## config.mk

```make
export PLATFORM = sky130hd
export DESIGN_NAME = fifo_drain
export DESIGN_NICKNAME = d
export VERILOG_FILES = /design/src/rtl/fifo_pkg.sv /design/src/rtl/fifo_drain.sv
export SDC_FILE = /design/constraint.sdc
export NUM_CORES = 1
export LEC_CHECK = 0
export ABC_AREA = 1
export BUFFER_PORTS_ARGS = -buffer_cell sky130_fd_sc_hd__buf_2
export CAP_MARGIN = 10
export CELL_PAD_IN_SITES_DETAIL_PLACEMENT = 0
export CELL_PAD_IN_SITES_GLOBAL_PLACEMENT = 2
export CORE_UTILIZATION = 33
export CTS_CLUSTER_SIZE = 40
export DETAILED_ROUTE_END_ITERATION = 12
export GPL_TIMING_DRIVEN = 1
export PLACE_DENSITY_LB_ADDON = 0.25
export SLEW_MARGIN = 10
export SYNTH_ARGS = -nofsm -noshare
export SYNTH_HDL_FRONTEND = slang
export SYNTH_SLANG_ARGS = --single-unit
```

## constraint.sdc

```tcl
create_clock -name clk_50 -period 5.3 [get_ports clk_50]
set_clock_uncertainty 0.15 [all_clocks]
set_input_delay 0 -clock clk_50 [delete_from_list [all_inputs] [get_ports clk_50]]
set_output_delay 0 -clock clk_50 [all_outputs]
set_load 0.03 [all_outputs]
```

## src/rtl/fifo_pkg.sv

```systemverilog
// Shared types and constants for the FIFO read-side drain controller.
package fifo_pkg;

  localparam int DATA_W     = 8;  // FIFO data width
  localparam int FIFO_DEPTH = 4;  // entries in the companion FIFO
  localparam int WAIT_W     = 2;  // wait counter width, covers RD_LATENCY up to 4

  typedef enum logic [1:0] {
    IDLE = 2'd0,
    READ = 2'd1,
    WAIT = 2'd2,
    HOLD = 2'd3
  } drain_state_t;

endpackage

```

## src/rtl/fifo_drain.sv

```systemverilog
// Read-side controller: pops one byte at a time from the FIFO, waits out the
// read latency, presents the byte on valid/ready and keeps a count and sum of
// every byte delivered downstream.
module fifo_drain
  import fifo_pkg::*;
#(
  parameter int DATA_W     = fifo_pkg::DATA_W,
  parameter int RD_LATENCY = 1,
  parameter int CNT_W      = 16
) (
  input  logic              clk_50,
  input  logic              reset_n,
  input  logic              enable,
  input  logic              clear,
  input  logic              not_empty,
  input  logic [DATA_W-1:0] data,
  output logic              rd_fifo,
  output logic [DATA_W-1:0] out_data,
  output logic              out_valid,
  input  logic              out_ready,
  output logic [CNT_W-1:0]  byte_count,
  output logic [CNT_W-1:0]  byte_sum,
  output logic              busy
);

  drain_state_t      state_q, state_d;
  logic [WAIT_W-1:0] wcnt_q, wcnt_d;
  logic [DATA_W-1:0] out_data_q, out_data_d;
  logic              out_valid_q, out_valid_d;
  logic [CNT_W-1:0]  cnt_q, cnt_d;
  logic [CNT_W-1:0]  sum_q, sum_d;

  // Next-state and datapath decode; clear overrides the handshake increment.
  always_comb begin
    state_d     = state_q;
    wcnt_d      = wcnt_q;
    out_data_d  = out_data_q;
    out_valid_d = out_valid_q;
    cnt_d       = cnt_q;
    sum_d       = sum_q;
    case (state_q)
      IDLE: begin
        if (enable && not_empty) state_d = READ;
      end
      READ: begin
        // The pop is committed here; count edges until the data is valid.
        wcnt_d  = WAIT_W'(RD_LATENCY - 1);
        state_d = WAIT;
      end
      WAIT: begin
        if (wcnt_q != '0) begin
          wcnt_d = wcnt_q - WAIT_W'(1);
        end else begin
          out_data_d  = data;
          out_valid_d = 1'b1;
          state_d     = HOLD;
        end
      end
      HOLD: begin
        if (out_ready) begin
          out_valid_d = 1'b0;
          cnt_d       = cnt_q + CNT_W'(1);
          sum_d       = sum_q + CNT_W'(out_data_q);
          state_d     = (enable && not_empty) ? READ : IDLE;
        end
      end
      default: state_d = IDLE;
    endcase
    if (clear) begin
      cnt_d = '0;
      sum_d = '0;
    end
  end

  // State and datapath registers, all cleared by reset.
  always_ff @(posedge clk_50 or negedge reset_n) begin
    if (!reset_n) begin
      state_q     <= IDLE;
      wcnt_q      <= '0;
      out_data_q  <= '0;
      out_valid_q <= 1'b0;
      cnt_q       <= '0;
      sum_q       <= '0;
    end else begin
      state_q     <= state_d;
      wcnt_q      <= wcnt_d;
      out_data_q  <= out_data_d;
      out_valid_q <= out_valid_d;
      cnt_q       <= cnt_d;
      sum_q       <= sum_d;
    end
  end

  // Outputs come straight from state/registers, never from inputs.
  assign rd_fifo    = (state_q == READ);
  assign busy       = (state_q != IDLE);
  assign out_data   = out_data_q;
  assign out_valid  = out_valid_q;
  assign byte_count = cnt_q;
  assign byte_sum   = sum_q;

endmodule
```

==> impl_results.md <==
- Crit end category: flop
- Total power: 0.00119 W
- Post-route ant nets: 0
- Synth top area share: 42.6%
- Hpwl dp: 5.20 mm
- Crit path arrival time: 2510 ps
- DR pass1 iterations: 5
- Asr flop ratio synth: 100%
- Total global-route track usage: 18.0%
- Most area-hungry cell type in the Yosys netlist: dfrtp_1
- Area Growth Syn to Fin: 24.1%
- PwrDens: 364 nW/µm²
- Vias per cell: 4.75
- Synthesized cell area: 2650 µm²
- Layout Utilization: 42.5%
- Largest net degree at the start of global routing: 46
- Syn nets: 386
- Top FF cell, synth: dfrtp_1
- CTS buffer count: 5
- N_diodes: 0
- Total number of vias: 2538
- Met3 Routed Length: 195 µm
- Wire length per cell: 13.3 µm
- Clock Latency Late Sink: 310 ps
- Core area: 7730 µm²
- Top cells by count, synth: nand2_1 (107), dfrtp_1 (45), nor2_1 (42), inv_1 (37), nand3_1 (24)
- Area contributors post-synth: dfrtp_1 (43%), nand2_1 (15%), ha_1 (7.1%), nor2_1 (6.0%), inv_1 (5.3%)
- Critical path class: reg -> reg
- Initial antenna violation count: 0
- Clock Tree Root: clkbuf_8
- Clock Path Buffers: 2
- GRT overflow: 0
- Vias in the first global route: 2482
- Startpoint Class: flop
- Setup TNS: 0 ps
- CTS tree: built
- Syn Inst Count: 356
- Highest metal used: met4
- Total leakage power: 1.69 nW
- Clk sinks: 45
- Critical Path Fanout Max: 18
- Layout cells sized above 1: 17.1%
- Number of max-cap violations: 0
- RSZ-0062 raised after global routing: no
- FP Rows: 32
- Min-delay worst type: in -> reg
- Netlist cell types: 32
- Ys Warns: 0
- Fin. Hold Viols: 0
- Die width: 91.5 µm
- Fin. max-slew vios: 0
- Nets@finish: 461
- Crit path time final: 2470 ps
- Register clock-pin slew on the reported worst setup and hold paths: 90 ps
- Slew headroom: 59.6%
- Status: complete, no violations
- Final period util: 46.5%
- Initial drt markers: 78
- Top-count cell post-synth: nand2_1
- Filler cells: 811
- Drt drc: 0
- Post-synth EDFFs: 0
- Syn_area_per_cell: 7.43 µm²
- H-tree Lvls: 2
- Port bufs: 56
- Max IR drop VDD: 184 µV
- Post-synthesis sequential area ratio: 42.6%
- Initial Utilization: 34.2%
- Global-route wire length before repair: 12.0 mm
- CP required: 5340 ps
- Final wirelength: 7.09 mm
- Final setup fails: 0
- RD Place Congestion: 0.788
- Boundary Pins: 57
- Register bit total from synthesis: 45
- Die footprint: 8380 µm²
- Die Ht: 91.5 µm
- WL met2: 3.24 mm
- WL met1: 3.55 mm
- Worst Max-Slew Pin Slew: 606 ps
- Fmax: 405 MHz
-- worst paths after layout --
check	slack, ps	to	cells after the start	start
max reg2reg	2830	byte_count[2]	8	state_q[0]
min	20	state_q[0]	4	enable
min in group asynchronous	160	byte_sum[1]	3	reset_n
min reg2reg	350	wcnt_q[0]	1	wcnt_q[0]
max in group asynchronous	4420	out_data[0]	3	reset_n
max	2830	byte_count[2]	8	state_q[0]
-- metrics by stage --
stage	setup WS, ps	instance area (µm²)	std cells	hold WS, ps
final	2830	3280	534	18.1
after detailed placement	3250	3040	512	-5.24
after CTS	2830	3280	534	22.2
after global routing	2730	3280	534	49.7
after global placement	3320	3040	512	-4.41
after floorplan	3250	2650	356	-446
-- per-layer routing --
| layer | up-vias | global-route usage (%) |
|---|---|---|
| met3 | 10 | 2.76 |
| met2 | 38 | 29.5 |
| met4 | 0 | 5.16 |
| met1 | 1179 | 24.6 |
| met5 | - | 0 |
| li1 | 1311 | - |
-- layout make-up --
cell class	count	area, µm²	share of cell area, %
clock inverter	1	5.00	0.152
timing repair buffer	71	428	13.0
tap	102	128	3.89
clock buffer	7	96.3	2.94
inverter	41	161	4.92
sequential	45	1130	34.3
multi-input combinational	267	1340	40.8
-- report_power, final --
part	switching (W)	internal [W]	total [W]
registers	0.0000485	0.000398	0.000447
clock network	0.000127	0.000118	0.000245
logic	0.000352	0.000150	0.000502
-- kinds of logic (layout without fill, tap and decap cells) --
kind of cell / Yosys count / count (layout) / synth area share, %
AO/OA/AOI/OAI: 51 / 51 / 10.4
AND/OR/NAND/NOR: 198 / 198 / 31.7
buffers and inverters: 44 / 120 / 6.86
flip-flops: 45 / 45 / 42.6
XOR/XNOR: 2 / 2 / 0.662
adder cells (fa/ha/maj): 16 / 16 / 7.85
-- worst max-delay path, stage by stage (launching register included) --
cell	delay (ps)
dfrtp_1	430
ha_1	280
nand2_2	140
inv_4	70
nor2_4	360
inv_6	140
a21oi_1	160
a211oi_1	50
dlygate4sd3_1	560
-- flip-flops by register name (all words and copies together), names as in the netlist --
signal      flops
byte_count     16
byte_sum       16
out_data        8
state_q         2
wcnt_q          2
out_valid       1
-- repair_timing --
action                                 4_1_cts  5_1_grt
endpoints found under the hold margin       58        0
buffers inserted                             0        0
hold buffers                                14        0
resized for setup                            0        0
-- cell usage in the layout, fill, tap and decap left out, drive strengths merged, types with 2 or more instances in the layout --
master         n
xor2           2
nand4          7
dfrtp         45
buf           57
nor3          10
a21oi         18
clkinv         2
nand3         25
dlygate4sd3   14
clkbuf         7
o21ai         26
inv           40
ha            15
nor2          45
a22o           2
nand2        109
No activity file was read; power rests on OpenSTA's default activity.
